[config.mk]
export PLATFORM = sky130hd
export DESIGN_NAME = req_burst_ctrl_flat
export DESIGN_NICKNAME = d
export VERILOG_FILES = /design/src/rtl/req_burst_ctrl_if.sv /design/src/rtl/req_burst_ctrl.sv /design/src/flat_wrapper.sv
export SDC_FILE = /design/constraint.sdc
export NUM_CORES = 1
export LEC_CHECK = 0
export ABC_AREA = 1
export BUFFER_PORTS_ARGS = -buffer_cell sky130_fd_sc_hd__buf_2
export CAP_MARGIN = 5
export CORE_UTILIZATION = 40
export CTS_CLUSTER_SIZE = 16
export DETAILED_ROUTE_END_ITERATION = 8
export PLACE_DENSITY = 0.65
export SYNTH_ARGS = -nofsm -noshare
export SYNTH_HDL_FRONTEND = slang
export SYNTH_SLANG_ARGS = --single-unit
[constraint.sdc]
create_clock -name clock -period 4.1 [get_ports clock]
set_input_delay 0.205 -clock clock [delete_from_list [all_inputs] [get_ports clock]]
set_output_delay 0.205 -clock clock [all_outputs]
set_load 0.02 [all_outputs]
[src/rtl/req_burst_ctrl_if.sv]
// Burst-request bundle between the four agents, this controller and the arbiter.
// Latency: none (wiring only).
// Backpressure: none here; grants from the arbiter pace the bursts.
// Ports: start/len per agent (commands), gnt per agent (arbiter grants),
//        req/busy/done/tmo per agent plus prot_err (controller status).
interface req_burst_ctrl_if #(
    parameter int LEN_W = 4
);
    logic             start_0, start_1, start_2, start_3;
    logic [LEN_W-1:0] len_0, len_1, len_2, len_3;
    logic             gnt_0, gnt_1, gnt_2, gnt_3;
    logic             req_0, req_1, req_2, req_3;
    logic             busy_0, busy_1, busy_2, busy_3;
    logic             done_0, done_1, done_2, done_3;
    logic             tmo_0, tmo_1, tmo_2, tmo_3;
    logic             prot_err;

    // Agent/arbiter side: issues commands and grants, observes status.
    modport master (
        output start_0, start_1, start_2, start_3,
        output len_0, len_1, len_2, len_3,
        output gnt_0, gnt_1, gnt_2, gnt_3,
        input  req_0, req_1, req_2, req_3,
        input  busy_0, busy_1, busy_2, busy_3,
        input  done_0, done_1, done_2, done_3,
        input  tmo_0, tmo_1, tmo_2, tmo_3,
        input  prot_err
    );

    // Controller side.
    modport slave (
        input  start_0, start_1, start_2, start_3,
        input  len_0, len_1, len_2, len_3,
        input  gnt_0, gnt_1, gnt_2, gnt_3,
        output req_0, req_1, req_2, req_3,
        output busy_0, busy_1, busy_2, busy_3,
        output done_0, done_1, done_2, done_3,
        output tmo_0, tmo_1, tmo_2, tmo_3,
        output prot_err
    );
endinterface

[src/rtl/req_burst_ctrl.sv]
// Turns one-cycle burst commands from four agents into level requests, counts granted beats.
// Latency: all outputs registered; req rises the edge after start, falls on the last-beat edge.
// Backpressure: a missing grant stalls the burst; TMO_MAX ungranted WAIT edges abort it.
// Ports: clock, reset (async active-low), bus (slave modport of req_burst_ctrl_if).
module req_burst_ctrl #(
    parameter int LEN_W   = 4,
    parameter int TMO_W   = 5,
    parameter int TMO_MAX = 20
) (
    input  logic             clock,
    input  logic             reset,
    req_burst_ctrl_if.slave  bus
);

    typedef enum logic [1:0] {
        IDLE = 2'd0,
        WAIT = 2'd1,
        XFER = 2'd2,
        DONE = 2'd3
    } state_t;

    localparam logic [LEN_W-1:0] LEN_ZERO = '0;
    localparam logic [LEN_W-1:0] LEN_ONE  = LEN_W'(1);
    localparam logic [TMO_W-1:0] TMO_ONE  = TMO_W'(1);
    localparam logic [TMO_W-1:0] TMO_LIM  = TMO_W'(TMO_MAX);

    logic [3:0]       start_v;
    logic [3:0]       gnt_v;
    logic [LEN_W-1:0] len_v [4];
    logic [3:0]       req_v, busy_v, done_v, tmo_v;
    logic [3:0]       idle_v;
    logic             prot_q;

    assign start_v  = {bus.start_3, bus.start_2, bus.start_1, bus.start_0};
    assign gnt_v    = {bus.gnt_3, bus.gnt_2, bus.gnt_1, bus.gnt_0};
    assign len_v[0] = bus.len_0;
    assign len_v[1] = bus.len_1;
    assign len_v[2] = bus.len_2;
    assign len_v[3] = bus.len_3;

    for (genvar g = 0; g < 4; g++) begin : g_agent
        state_t           state_q, state_d;
        logic [LEN_W-1:0] len_q, len_d;
        logic [LEN_W-1:0] beat_q, beat_d;
        logic [TMO_W-1:0] wait_q, wait_d;
        logic             req_q, busy_q, done_q, tmo_q;
        logic             abort;
        logic [LEN_W-1:0] beat_inc;
        logic [TMO_W-1:0] wait_inc;

        // beat_q < len_q whenever a beat is counted, so the increment never wraps.
        assign beat_inc = beat_q + LEN_ONE;
        assign wait_inc = wait_q + TMO_ONE;

        always_comb begin
            state_d = state_q;
            len_d   = len_q;
            beat_d  = beat_q;
            wait_d  = wait_q;
            abort   = 1'b0;
            unique case (state_q)
                IDLE: begin
                    if (start_v[g] && (len_v[g] != LEN_ZERO)) begin
                        state_d = WAIT;
                        len_d   = len_v[g];
                        beat_d  = '0;
                        wait_d  = '0;
                    end
                end
                WAIT: begin
                    if (gnt_v[g]) begin
                        beat_d  = beat_inc;
                        state_d = (beat_inc == len_q) ? DONE : XFER;
                    end else begin
                        wait_d = wait_inc;
                        if (wait_inc == TMO_LIM) begin
                            state_d = IDLE;
                            abort   = 1'b1;
                        end
                    end
                end
                XFER: begin
                    if (gnt_v[g]) begin
                        beat_d = beat_inc;
                        if (beat_inc == len_q) begin
                            state_d = DONE;
                        end
                    end else begin
                        // Preempted: keep beats, restart the wait window.
                        state_d = WAIT;
                        wait_d  = '0;
                    end
                end
                DONE: begin
                    state_d = IDLE;
                end
                default: begin
                    state_d = IDLE;
                end
            endcase
        end

        // Outputs are registered copies of what the next state implies,
        // so they change on the same edge as the state.
        always_ff @(posedge clock or negedge reset) begin
            if (!reset) begin
                state_q <= IDLE;
                len_q   <= '0;
                beat_q  <= '0;
                wait_q  <= '0;
                req_q   <= 1'b0;
                busy_q  <= 1'b0;
                done_q  <= 1'b0;
                tmo_q   <= 1'b0;
            end else begin
                state_q <= state_d;
                len_q   <= len_d;
                beat_q  <= beat_d;
                wait_q  <= wait_d;
                req_q   <= (state_d == WAIT) || (state_d == XFER);
                busy_q  <= (state_d != IDLE);
                done_q  <= (state_d == DONE);
                tmo_q   <= abort;
            end
        end

        assign idle_v[g] = (state_q == IDLE);
        assign req_v[g]  = req_q;
        assign busy_v[g] = busy_q;
        assign done_v[g] = done_q;
        assign tmo_v[g]  = tmo_q;
    end

    // Grants to an idle agent, or more than one grant at once, latch the error.
    // x & (x-1) clears the lowest set bit, so a nonzero result means two or more grants.
    logic multi_gnt;
    logic prot_hit;
    assign multi_gnt = |(gnt_v & (gnt_v - 4'd1));
    assign prot_hit  = multi_gnt || (|(gnt_v & idle_v));

    always_ff @(posedge clock or negedge reset) begin
        if (!reset) begin
            prot_q <= 1'b0;
        end else if (prot_hit) begin
            prot_q <= 1'b1;
        end
    end

    assign bus.req_0    = req_v[0];
    assign bus.req_1    = req_v[1];
    assign bus.req_2    = req_v[2];
    assign bus.req_3    = req_v[3];
    assign bus.busy_0   = busy_v[0];
    assign bus.busy_1   = busy_v[1];
    assign bus.busy_2   = busy_v[2];
    assign bus.busy_3   = busy_v[3];
    assign bus.done_0   = done_v[0];
    assign bus.done_1   = done_v[1];
    assign bus.done_2   = done_v[2];
    assign bus.done_3   = done_v[3];
    assign bus.tmo_0    = tmo_v[0];
    assign bus.tmo_1    = tmo_v[1];
    assign bus.tmo_2    = tmo_v[2];
    assign bus.tmo_3    = tmo_v[3];
    assign bus.prot_err = prot_q;

endmodule

[src/flat_wrapper.sv]
// flat-port wrapper written by rule: the top's interface ports become plain ports
module req_burst_ctrl_flat 
#(
    parameter int LEN_W   = 4,
    parameter int TMO_W   = 5,
    parameter int TMO_MAX = 20
)
  (clock, reset, bus_start_0, bus_start_1, bus_start_2, bus_start_3, bus_len_0, bus_len_1, bus_len_2, bus_len_3, bus_gnt_0, bus_gnt_1, bus_gnt_2, bus_gnt_3, bus_req_0, bus_req_1, bus_req_2, bus_req_3, bus_busy_0, bus_busy_1, bus_busy_2, bus_busy_3, bus_done_0, bus_done_1, bus_done_2, bus_done_3, bus_tmo_0, bus_tmo_1, bus_tmo_2, bus_tmo_3, bus_prot_err);
  req_burst_ctrl_if #(.LEN_W(LEN_W)) bus_i ();
  input  logic clock;
  input  logic reset;
  input wire logic [$bits(bus_i.start_0)-1:0] bus_start_0;
  input wire logic [$bits(bus_i.start_1)-1:0] bus_start_1;
  input wire logic [$bits(bus_i.start_2)-1:0] bus_start_2;
  input wire logic [$bits(bus_i.start_3)-1:0] bus_start_3;
  input wire logic [$bits(bus_i.len_0)-1:0] bus_len_0;
  input wire logic [$bits(bus_i.len_1)-1:0] bus_len_1;
  input wire logic [$bits(bus_i.len_2)-1:0] bus_len_2;
  input wire logic [$bits(bus_i.len_3)-1:0] bus_len_3;
  input wire logic [$bits(bus_i.gnt_0)-1:0] bus_gnt_0;
  input wire logic [$bits(bus_i.gnt_1)-1:0] bus_gnt_1;
  input wire logic [$bits(bus_i.gnt_2)-1:0] bus_gnt_2;
  input wire logic [$bits(bus_i.gnt_3)-1:0] bus_gnt_3;
  output wire logic [$bits(bus_i.req_0)-1:0] bus_req_0;
  output wire logic [$bits(bus_i.req_1)-1:0] bus_req_1;
  output wire logic [$bits(bus_i.req_2)-1:0] bus_req_2;
  output wire logic [$bits(bus_i.req_3)-1:0] bus_req_3;
  output wire logic [$bits(bus_i.busy_0)-1:0] bus_busy_0;
  output wire logic [$bits(bus_i.busy_1)-1:0] bus_busy_1;
  output wire logic [$bits(bus_i.busy_2)-1:0] bus_busy_2;
  output wire logic [$bits(bus_i.busy_3)-1:0] bus_busy_3;
  output wire logic [$bits(bus_i.done_0)-1:0] bus_done_0;
  output wire logic [$bits(bus_i.done_1)-1:0] bus_done_1;
  output wire logic [$bits(bus_i.done_2)-1:0] bus_done_2;
  output wire logic [$bits(bus_i.done_3)-1:0] bus_done_3;
  output wire logic [$bits(bus_i.tmo_0)-1:0] bus_tmo_0;
  output wire logic [$bits(bus_i.tmo_1)-1:0] bus_tmo_1;
  output wire logic [$bits(bus_i.tmo_2)-1:0] bus_tmo_2;
  output wire logic [$bits(bus_i.tmo_3)-1:0] bus_tmo_3;
  output wire logic [$bits(bus_i.prot_err)-1:0] bus_prot_err;
  assign bus_i.start_0 = bus_start_0;
  assign bus_i.start_1 = bus_start_1;
  assign bus_i.start_2 = bus_start_2;
  assign bus_i.start_3 = bus_start_3;
  assign bus_i.len_0 = bus_len_0;
  assign bus_i.len_1 = bus_len_1;
  assign bus_i.len_2 = bus_len_2;
  assign bus_i.len_3 = bus_len_3;
  assign bus_i.gnt_0 = bus_gnt_0;
  assign bus_i.gnt_1 = bus_gnt_1;
  assign bus_i.gnt_2 = bus_gnt_2;
  assign bus_i.gnt_3 = bus_gnt_3;
  assign bus_req_0 = bus_i.req_0;
  assign bus_req_1 = bus_i.req_1;
  assign bus_req_2 = bus_i.req_2;
  assign bus_req_3 = bus_i.req_3;
  assign bus_busy_0 = bus_i.busy_0;
  assign bus_busy_1 = bus_i.busy_1;
  assign bus_busy_2 = bus_i.busy_2;
  assign bus_busy_3 = bus_i.busy_3;
  assign bus_done_0 = bus_i.done_0;
  assign bus_done_1 = bus_i.done_1;
  assign bus_done_2 = bus_i.done_2;
  assign bus_done_3 = bus_i.done_3;
  assign bus_tmo_0 = bus_i.tmo_0;
  assign bus_tmo_1 = bus_i.tmo_1;
  assign bus_tmo_2 = bus_i.tmo_2;
  assign bus_tmo_3 = bus_i.tmo_3;
  assign bus_prot_err = bus_i.prot_err;
  req_burst_ctrl #(.LEN_W(LEN_W), .TMO_W(TMO_W), .TMO_MAX(TMO_MAX)) u_core (.clock(clock), .reset(reset), .bus(bus_i));
endmodule
==> impl_metrics.env, run 1 <==
export IMPL_cts_resized=0
export IMPL_die_h_um=109
export IMPL_grt_pass1_wl_um=15800
export IMPL_track_usage=0.171
export IMPL_rows=38
export IMPL_cts_tree="done"
export IMPL_layout_common_cells="nand2_1, inv_1, dfrtp_1"
export IMPL_path_cells="ha_1, or2_2, nand3_1, nand2_1, nor2_1, nand2_1, nand2_1, nand3_1, nand2_1, inv_1, ha_1"
export IMPL_clock_latency_ps=340
export IMPL_timing_rr_start="u_core.g_agent[1].beat_q[0]$_DFFE_PN0P_"
export IMPL_cp_arrival_ps=2180
export IMPL_dr_pass1_iters=4
export IMPL_syn_nets=634
export IMPL_cp_max_fo=7
export IMPL_timing_rr_end="u_core.bus.req_1$_DFF_PN0_"
export IMPL_num_nets_final=685
export IMPL_maxSlewViolCount=0
export IMPL_crit_buf_inv=1
export IMPL_n_fill_cell=1040
export IMPL_antenna_found_initial=0
export IMPL_synth_warnings=0
export IMPL_diodes=0
export IMPL_synth_seq_cells=77
export IMPL_start_util=0.416
export IMPL_cts_root_buffer="clkbuf_16"
export IMPL_setup_tns_final_ps=0
export IMPL_gp_routability_congestion=0.874
export IMPL_cp_num_cells=11
export IMPL_r2r_slack_ps=2140
export IMPL_syn2layout_area_growth_pct=15.1
export IMPL_hold_buffers=0
export IMPL_finalWirelength_um=9030
export IMPL_end_kind="register"
export IMPL_critical_path_class="register to register"
export IMPL_layout_commonest_cell="nand2_1"
export IMPL_io_buffers=42
export IMPL_cts_max_level=3
export IMPL_final_setup_skew_ps=6.78
export IMPL_cts_buffer_depth=2
export IMPL_vias=3759
export IMPL_hold_worst_slack_ps=24.9
export IMPL_cp_startpoint="u_core.g_agent[1].beat_q[0]$_DFFE_PN0P_"
export IMPL_seq_area_frac_synth=0.421
export IMPL_crit_path_frequent_cell="nand2_1"
export IMPL_post_cts_buffers=0
export IMPL_hold_violations=0
export IMPL_r2r_cells=11
export IMPL_tightest_slew_ps=977
export IMPL_cp_slowest_stage_delay_ps=440
export IMPL_drv_cap=0
export IMPL_dieArea_mm2=0.0119
export IMPL_start_kind="register"
export IMPL_power_density_mw_per_mm2=716
export IMPL_ioPinCount=43
export IMPL_cts_sinks=77
export IMPL_fp_coreArea_mm2=0.0110
export IMPL_run_status="finished clean"
export IMPL_synthDistinctLibCells=33
export IMPL_setup_ws_ps=2140
export IMPL_crit_path_end="u_core.bus.req_1$_DFF_PN0_"
export IMPL_min_period_ps=1960
export IMPL_drtIter0Drc=149
export IMPL_grt_pass1_vias=3710
export IMPL_post_synth_cell_area_avg_um2=7.94
export IMPL_cts_made_buffers=9
export IMPL_crit_required_ps=4320
export IMPL_syn_inst=576
export IMPL_slew_headroom=0.349
export IMPL_wire_per_inst_um=11.7
export IMPL_min_path_type="primary input to asynchronous set/reset pin"
export IMPL_drive_gt1_frac=0.125
export IMPL_fmax_mhz=511
export IMPL_ir_drop_uv=363
export IMPL_p_leak_nw=2.73
export IMPL_rsz0062_at_grt="false"
export IMPL_drc=0
export IMPL_grt_max_degree=78
export IMPL_setup_viol=0
export IMPL_die_w_um=109
export IMPL_grt_overflow=0
export IMPL_syn_cell_area_mm2=0.00457
export IMPL_path_delay_family="simple AND/OR/NAND/NOR gates"
export IMPL_vias_per_cell=4.87
export IMPL_cts_clk_slew_worst_paths_ps=60
export IMPL_cp_slowest_cell="dfrtp_1"
export IMPL_finalCritPeriodShare=0.477
export IMPL_dp_hpwl_um=6600
export IMPL_pre_cts_ws_ps=2130
export IMPL_ant_nets=0
[area by class of cell]
type	count	area (µm²)	share of cell area
clock buffer	13	270	0.0514
clock inverter	3	42.5	0.00808
inverter	88	330	0.0628
multi-input combinational	409	2300	0.438
sequential	77	1930	0.366
tap	140	175	0.0333
timing repair buffer	42	213	0.0404
[power by group]
part	switching (mW)	total, mW	internal [mW]
registers	0.186	1.20	1.01
logic	1.13	1.75	0.614
clock network	0.304	0.824	0.520
total	1.62	3.77	2.15
[cell usage after synthesis]
cell type | number | share of area
a211oi_1 | 1 | 0.0016
a21boi_0 | 2 | 0.0033
a21o_1 | 1 | 0.0016
a21oi_1 | 13 | 0.014
a21oi_2 | 3 | 0.0057
a311oi_1 | 1 | 0.0019
buf_4 | 1 | 0.0016
clkbuf_1 | 1 | 0.00082
dfrtp_1 | 77 | 0.42
ha_1 | 32 | 0.088
inv_1 | 88 | 0.072
mux2_2 | 1 | 0.0025
nand2_1 | 172 | 0.14
nand2_4 | 3 | 0.0074
nand3_1 | 47 | 0.051
nand3_2 | 2 | 0.0044
nand3b_1 | 5 | 0.0082
nand4_1 | 10 | 0.014
nor2_1 | 28 | 0.023
nor2_4 | 3 | 0.0074
nor3_1 | 5 | 0.0055
nor3b_1 | 2 | 0.0033
o21a_1 | 1 | 0.0016
o21ai_0 | 39 | 0.043
o21ai_1 | 2 | 0.0022
o21ai_2 | 1 | 0.0019
o21ai_4 | 3 | 0.011
o21bai_4 | 3 | 0.012
o22ai_1 | 9 | 0.012
o31ai_1 | 1 | 0.0016
or2_2 | 3 | 0.0041
xnor2_1 | 5 | 0.0096
xor2_1 | 11 | 0.021
[registers in the layout, summed over array words and instances, names as in the netlist]
name / count
u_core.bus.tmo_2: 1
u_core.g_agent.beat_q: 16
u_core.bus.busy_1: 1
u_core.g_agent.wait_q: 20
u_core.bus.busy_3: 1
u_core.bus.req_3: 1
u_core.bus.done_0: 1
u_core.bus.tmo_1: 1
u_core.bus.prot_err: 1
u_core.g_agent.len_q: 16
u_core.bus.req_1: 1
u_core.g_agent.state_q: 8
u_core.bus.tmo_0: 1
u_core.bus.tmo_3: 1
u_core.bus.done_3: 1
u_core.bus.busy_2: 1
u_core.bus.done_1: 1
u_core.bus.req_2: 1
u_core.bus.req_0: 1
u_core.bus.done_2: 1
u_core.bus.busy_0: 1
[stage by stage]
stage / total power, mW / utilization / instance area (µm²) / cells
after floorplan: 2.54 / - / 4570 / 576
after global placement: 2.89 / 0.451 / 4950 / 756
after detailed placement: 2.96 / 0.451 / 4950 / 756
after CTS: 3.80 / 0.479 / 5260 / 772
after global routing: 4.12 / 0.479 / 5260 / 772
final: 3.77 / 0.479 / 5260 / 772
[how the worst min path moves through the flow]
stage	depth (start not counted)	slack, ps	to
2_1_floorplan	0	-90	u_core.bus.busy_0$_DFF_PN0_
3_3_place_gp	1	430	u_core.g_agent[0].state_q[1]$_DFF_PN0_
3_5_place_dp	1	440	u_core.g_agent[0].beat_q[2]$_DFFE_PN0P_
4_1_cts	1	60	u_core.g_agent[0].beat_q[1]$_DFFE_PN0P_
5_1_grt	3	100	u_core.g_agent[0].len_q[3]$_DFFE_PN0P_
6_report	1	20	u_core.g_agent[0].beat_q[2]$_DFFE_PN0P_
[cell families (layout without fill, tap and decap cells)]
family / count (synthesis) / after routing / share of synthesized area
DFF: 77 / 77 / 0.421
muxes: 1 / 1 / 0.00246
adders and majority gates: 32 / 32 / 0.0876
buffers and inverters: 90 / 146 / 0.0747
AOI/OAI and AO/OA: 80 / 80 / 0.114
xor gates and xnor gates: 16 / 16 / 0.0306
and+or+nand+nor: 280 / 280 / 0.269
[metal layers]
layer	GRT usage	share of wire	wire length [µm]	up-vias
met2	0.290	0.47	4240	60
met4	0.0753	0.019	167	0
li1	-	-	-	1952
met5	0	0	0	-
met1	0.202	0.47	4250	1732
met3	0.0448	0.041	373	15
Power figures use the tool's default switching activity.
==> run 2: changes to the inputs <==
--- a/config.mk
+++ b/config.mk
@@ -5,13 +5,13 @@
 export SDC_FILE = /design/constraint.sdc
 export NUM_CORES = 1
 export LEC_CHECK = 0
-export ABC_AREA = 1
+export ABC_AREA = 0
 export BUFFER_PORTS_ARGS = -buffer_cell sky130_fd_sc_hd__buf_2
 export CAP_MARGIN = 5
 export CORE_UTILIZATION = 40
 export CTS_CLUSTER_SIZE = 16
 export DETAILED_ROUTE_END_ITERATION = 8
-export PLACE_DENSITY = 0.65
+export PLACE_DENSITY = 0.67
 export SYNTH_ARGS = -nofsm -noshare
 export SYNTH_HDL_FRONTEND = slang
 export SYNTH_SLANG_ARGS = --single-unit
==> constraint.sdc (replaced) <==
create_clock -name clock -period 1.71 [get_ports clock]
set_input_delay 0.0855 -clock clock [delete_from_list [all_inputs] [get_ports clock]]
set_output_delay 0.0855 -clock clock [all_outputs]
set_load 0.02 [all_outputs]
==> impl_metrics.env, run 2 <==
export IMPL_synth_compound_area_frac=0.194
export IMPL_drive_gt1_frac=0.383
export IMPL_maxSlewViolCount=0
export IMPL_top_register="u_core.g_agent.wait_q"
export IMPL_cts_made_buffers=9
export IMPL_cp_max_fo=4
export IMPL_cts_root_buffer="clkbuf_16"
export IMPL_syn_cell_area_mm2=0.00459
export IMPL_drc=0
export IMPL_cp_slowest_cell="dfrtp_1"
export IMPL_critical_path_class="register to register"
export IMPL_syn_nets=515
export IMPL_grt_max_degree=54
export IMPL_start_util=0.416
export IMPL_cp_arrival_ps=2070
export IMPL_reg_largest_list="u_core.g_agent.wait_q: 20 flops, u_core.g_agent.beat_q: 16 flops, u_core.g_agent.len_q: 16 flops"
export IMPL_synthFlopType="dfrtp_1"
export IMPL_synthArstFlopShare=1.00
export IMPL_dieArea_mm2=0.0119
export IMPL_cp_slowest_stage_delay_ps=440
export IMPL_grt_pass1_wl_um=17900
export IMPL_p_leak_nw=2.78
export IMPL_layout_commonest_cell="dfrtp_1"
export IMPL_seq_area_frac_synth=0.420
export IMPL_die_h_um=109
export IMPL_die_w_um=109
export IMPL_track_usage=0.193
export IMPL_total_power_mw=11.8
export IMPL_grt_overflow=0
export IMPL_crit_required_ps=1930
export IMPL_path_cells="inv_2, ha_4, or4_4, o31ai_2, a311o_1, or2_1, ha_1"
export IMPL_n_fill_cell=946
export IMPL_setup_tns_final_ps=-999
export IMPL_violations="negative setup slack"
export IMPL_post_synth_cell_area_avg_um2=10.0
export IMPL_finalWirelength_um=11100
export IMPL_syn2layout_area_growth_pct=35.8
export IMPL_dr_pass1_iters=4
export IMPL_largest_reg_flops=20
export IMPL_vias=3920
export IMPL_synthTopCellsByCount="dfrtp_1, o21ai_0, nand2_1, ha_1, inv_1"
export IMPL_io_buffers=42
export IMPL_fp_coreArea_mm2=0.0110
export IMPL_gp_routability_congestion=0.830
export IMPL_min_period_ps=1860
export IMPL_cts_tree="done"
export IMPL_syn_inst=457
export IMPL_final_setup_skew_ps=8.69
export IMPL_clock_latency_ps=330
export IMPL_num_nets_final=635
export IMPL_end_kind="register"
export IMPL_ant_nets=0
export IMPL_antenna_found_initial=0
export IMPL_fmax_mhz=539
export IMPL_hold_violations=0
export IMPL_synth_adder_area_share=0.0873
export IMPL_yosys_area_top_type="dfrtp_1"
export IMPL_synth_xor_area_frac=0.0548
export IMPL_cts_clk_slew_worst_paths_ps=60
export IMPL_slew_headroom=0.683
export IMPL_synth_simple_area_share=0.161
export IMPL_synth_most_common_cell="dfrtp_1"
export IMPL_diodes=0
export IMPL_vias_per_cell=5.44
export IMPL_netlist_top_cells_area="dfrtp_1, ha_1, o21ai_0, mux2_2, nand2_1"
export IMPL_drtIter0Drc=135
export IMPL_layout_common_cells="dfrtp_1, buf_4, buf_2"
export IMPL_yosysTopAreaCellShare=0.420
export IMPL_synth_edf_count=0
export IMPL_grt_pass1_vias=3841
export IMPL_synthDistinctLibCells=54
export IMPL_power_density_mw_per_mm2=1900
export IMPL_setup_ws_ps=-145
export IMPL_synth_top_family_by_area="compound AO/OA/AOI/OAI gates"
export IMPL_setup_viol=12
export IMPL_ioPinCount=43
export IMPL_synth_seq_cells=77
export IMPL_synthMuxAreaShare=0.0507
export IMPL_cts_max_level=3
export IMPL_wire_per_inst_um=15.4
export IMPL_rows=38
export IMPL_min_path_type="primary input to register"
export IMPL_finalCritPeriodShare=1.08
export IMPL_tightest_slew_ps=471
export IMPL_start_kind="register"
export IMPL_rsz0062_at_grt="true"
export IMPL_synth_warnings=0
export IMPL_ir_drop_uv=789
export IMPL_drv_cap=0
export IMPL_cts_sinks=77
export IMPL_cts_buffer_depth=2
export IMPL_dp_hpwl_um=7370
export IMPL_run_status="finished with violations"
run 2: cell types whose count changed after synthesis, moves of 9 or more:
cell      delta
xnor2_1     +10
mux2_2      +17
inv_1       -62
nand3_1     -32
nand2_1    -137
clkbuf_1    +10
nand2b_1     +9
run 2: cell families after synthesis:
| group | count (synthesis) |
|---|---|
| AO/OA/AOI/OAI | 125 |
| XOR/XNOR | 27 |
| adder cells (fa/ha/maj) | 32 |
| buffers and inverters | 39 |
| flip-flops | 77 |
| multiplexers | 21 |
| AND/OR/NAND/NOR | 136 |
run 2: worst max-delay path, delay by kind of cell, from the launching register on:
kind,cells,cell delay (ps)
fa+ha+maj,2,400
compound gates,2,280
flops,1,440
simple gates,2,540
buf+inv,1,100
run 2: area by class of cell:
class	instances	area [µm²]	share of cell area
Clock buffer	13	270	0.0434
Clock inverter	1	30.0	0.00482
Inverter	26	100	0.0161
Multi-Input combinational cell	341	2870	0.461
Sequential cell	77	1930	0.310
Tap cell	140	175	0.0281
Timing Repair Buffer	122	851	0.137
run 2: worst paths after layout:
kind	from	end	slack [ps]	depth (start not counted)
hold / removal	bus_len_3[0]	u_core.g_agent[3].len_q[0]$_DFFE_PN0P_	30	2
hold reg to reg	u_core.bus.prot_err$_DFFE_PN0P_	u_core.bus.prot_err$_DFFE_PN0P_	480	1
setup / recovery	u_core.g_agent[3].state_q[1]$_DFF_PN0_	u_core.bus.req_3$_DFF_PN0_	-150	7
setup reg to reg	u_core.g_agent[3].state_q[1]$_DFF_PN0_	u_core.bus.req_3$_DFF_PN0_	-150	7
max in group asynchronous	reset	u_core.g_agent[1].state_q[1]$_DFF_PN0_	880	3
min in group asynchronous	reset	u_core.g_agent[3].len_q[0]$_DFFE_PN0P_	210	2
run 2: through the flow:
stage          worst slack [ps]  hold WS (ps)  utilization  area, µm²  instances
2_1_floorplan             -71.5          -210            -       4640        457
3_3_place_gp               -101          11.8        0.491       5420        684
3_5_place_dp               -181          18.2        0.491       5420        684
4_1_cts                    -153          22.5        0.536       5910        710
5_1_grt                    -187          23.3        0.565       6230        720
6_report                   -145          34.1        0.565       6230        720
run 2: power by group:
group | switching, mW | internal, mW
logic | 3.38 | 3.53
registers | 0.475 | 2.47
clock network | 0.727 | 1.24
total | 4.58 | 7.23
run 2: metal layers:
| layer | share of wire | up-vias | track usage |
|---|---|---|---|
| li1 | - | 1895 | - |
| met1 | 0.45 | 1942 | 0.247 |
| met2 | 0.51 | 71 | 0.325 |
| met3 | 0.029 | 12 | 0.0389 |
| met4 | 0.012 | 0 | 0.0608 |
| met5 | 0 | - | 0 |
run 2: what timing repair did:
action | CTS | global route
gates resized for setup | 29 | 66
hold buffers | 1 | 0
gates cloned | 0 | 0
setup buffers | 11 | 10
pin swaps | 28 | 29
setup endpoints to repair | 16 | 36
hold endpoints to repair | 24 | 0
==> run 3: changes to the inputs <==
--- a/config.mk
+++ b/config.mk
@@ -8,10 +8,10 @@
 export ABC_AREA = 0
 export BUFFER_PORTS_ARGS = -buffer_cell sky130_fd_sc_hd__buf_2
 export CAP_MARGIN = 5
-export CORE_UTILIZATION = 40
+export CORE_UTILIZATION = 54
 export CTS_CLUSTER_SIZE = 16
 export DETAILED_ROUTE_END_ITERATION = 8
-export PLACE_DENSITY = 0.67
+export PLACE_DENSITY = 0.84
 export SYNTH_ARGS = -nofsm -noshare
 export SYNTH_HDL_FRONTEND = slang
 export SYNTH_SLANG_ARGS = --single-unit
==> impl_metrics.env, run 3 (synthesis results as in run 2) <==
export IMPL_run_status="finished with violations"
export IMPL_violations="negative setup slack"
export IMPL_grt_overflow=0
export IMPL_total_power_mw=11.6
export IMPL_cts_tree="done"
export IMPL_cts_max_level=3
export IMPL_rows=33
export IMPL_maxSlewViolCount=0
export IMPL_ioPinCount=43
export IMPL_die_h_um=94.2
export IMPL_setup_viol=12
export IMPL_n_fill_cell=497
export IMPL_reg_largest_list="u_core.g_agent.wait_q: 20 flops, u_core.g_agent.beat_q: 16 flops, u_core.g_agent.len_q: 16 flops"
export IMPL_cts_made_buffers=9
export IMPL_cp_max_fo=3
export IMPL_wire_per_inst_um=17.4
export IMPL_hold_violations=0
export IMPL_pre_cts_ws_ps=-146
export IMPL_ir_drop_uv=1010
export IMPL_rsz0062_at_grt="true"
export IMPL_cts_clk_slew_worst_paths_ps=80
export IMPL_power_density_mw_per_mm2=1870
export IMPL_vias_per_cell=6.00
export IMPL_tightest_slew_ps=402
export IMPL_clock_latency_ps=360
export IMPL_fmax_mhz=541
export IMPL_utilization=0.755
export IMPL_multi_input_area_mm2=0.00290
export IMPL_end_kind="register"
export IMPL_dieArea_mm2=0.00887
export IMPL_cp_arrival_ps=2090
export IMPL_cts_buffer_depth=2
export IMPL_grt_pass1_wl_um=18500
export IMPL_grt_max_degree=35
export IMPL_critical_path_class="register to register"
export IMPL_crit_required_ps=1950
export IMPL_vias=4155
export IMPL_drive_gt1_frac=0.387
export IMPL_slew_headroom=0.730
export IMPL_min_period_ps=1850
export IMPL_antenna_found_initial=0
export IMPL_top_register="u_core.g_agent.wait_q"
export IMPL_drtIter0Drc=239
export IMPL_start_kind="register"
export IMPL_gp_routability_congestion=0.834
export IMPL_regArea_mm2=0.00193
export IMPL_final_setup_skew_ps=11.8
export IMPL_grt_pass1_vias=4058
export IMPL_largest_reg_flops=20
export IMPL_fp_coreArea_mm2=0.00822
export IMPL_die_w_um=94.2
export IMPL_io_buffers=42
export IMPL_num_nets_final=640
export IMPL_p_leak_nw=2.78
export IMPL_finalWirelength_um=12000
export IMPL_layout_common_cells="dfrtp_1, buf_4, buf_2"
export IMPL_cts_sinks=77
export IMPL_diodes=0
export IMPL_drv_cap=0
export IMPL_syn2layout_area_growth_pct=35.2
export IMPL_drc=0
export IMPL_dp_hpwl_um=7450
export IMPL_finalCritPeriodShare=1.08
export IMPL_cts_root_buffer="clkbuf_8"
export IMPL_start_util=0.558
export IMPL_setup_ws_ps=-137
export IMPL_layout_commonest_cell="dfrtp_1"
export IMPL_min_path_type="primary input to register"
export IMPL_hold_worst_slack_ps=17.6
export IMPL_ant_nets=0
export IMPL_dr_pass1_iters=5
export IMPL_track_usage=0.267
[run 3: cell types whose count changed in the layout (fill, tap and decap cells not counted), sizes merged]
cell	previous run	this run
bufinv	1	2
dlygate4sd3	1	8
clkinv	0	1
buf	121	119
[run 3: path summary, 6_finish.rpt]
check	start	to	slack, ps	depth (start not counted)
max	u_core.g_agent[3].wait_q[1]$_DFFE_PN0P_	u_core.bus.req_3$_DFF_PN0_	-140	6
min	bus_len_3[3]	u_core.g_agent[3].len_q[3]$_DFFE_PN0P_	20	2
max reg2reg	u_core.g_agent[3].wait_q[1]$_DFFE_PN0P_	u_core.bus.req_3$_DFF_PN0_	-140	6
min reg2reg	u_core.bus.prot_err$_DFFE_PN0P_	u_core.bus.prot_err$_DFFE_PN0P_	480	1
max in group asynchronous	reset	u_core.g_agent[3].wait_q[1]$_DFFE_PN0P_	970	3
min in group asynchronous	reset	u_core.g_agent[3].len_q[2]$_DFFE_PN0P_	170	2
[run 3: metal layers]
layer | vias up | global-route usage | wire length [µm]
met4 | 0 | 0.105 | 297
met3 | 32 | 0.0518 | 597
met5 | - | 0 | 0
met2 | 174 | 0.446 | 6120
met1 | 2033 | 0.338 | 5010
li1 | 1916 | - | -
[run 3: repair_timing]
item	CTS	global route
hold buffers	8	0
gates resized for setup	27	59
hold endpoints to repair	65	0
pin swaps	22	28
setup endpoints to repair	17	42
buffers inserted	8	11
[run 3: power by group]
group	internal (mW)	total (mW)	switching, mW
logic	3.47	7.00	3.54
registers	2.46	2.95	0.494
clock network	0.980	1.67	0.689
total	6.91	11.6	4.72
[run 3: cell type report]
type | count | share of cell area
clock buffer | 13 | 0.0288
clock inverter | 3 | 0.0105
inverter | 26 | 0.0161
multi-input combinational | 341 | 0.468
sequential | 77 | 0.311
tap | 105 | 0.0212
timing repair buffer | 127 | 0.145
[run 3: critical path: stages, from the launching register on]
cell and delay (ps):
dfrtp_1 370, ha_1 180, or4bb_4 500, nor4_2 160
a311o_1 180, or2_1 120, ha_1 230
[run 3: stage by stage]
stage | TNS (ps) | cells | cell area (µm²)
floorplan | -305 | 457 | 4640
global placement | -134 | 649 | 5380
detailed placement | -881 | 649 | 5380
CTS | -207 | 681 | 5860
global route | -2240 | 692 | 6200
finish | -660 | 692 | 6200
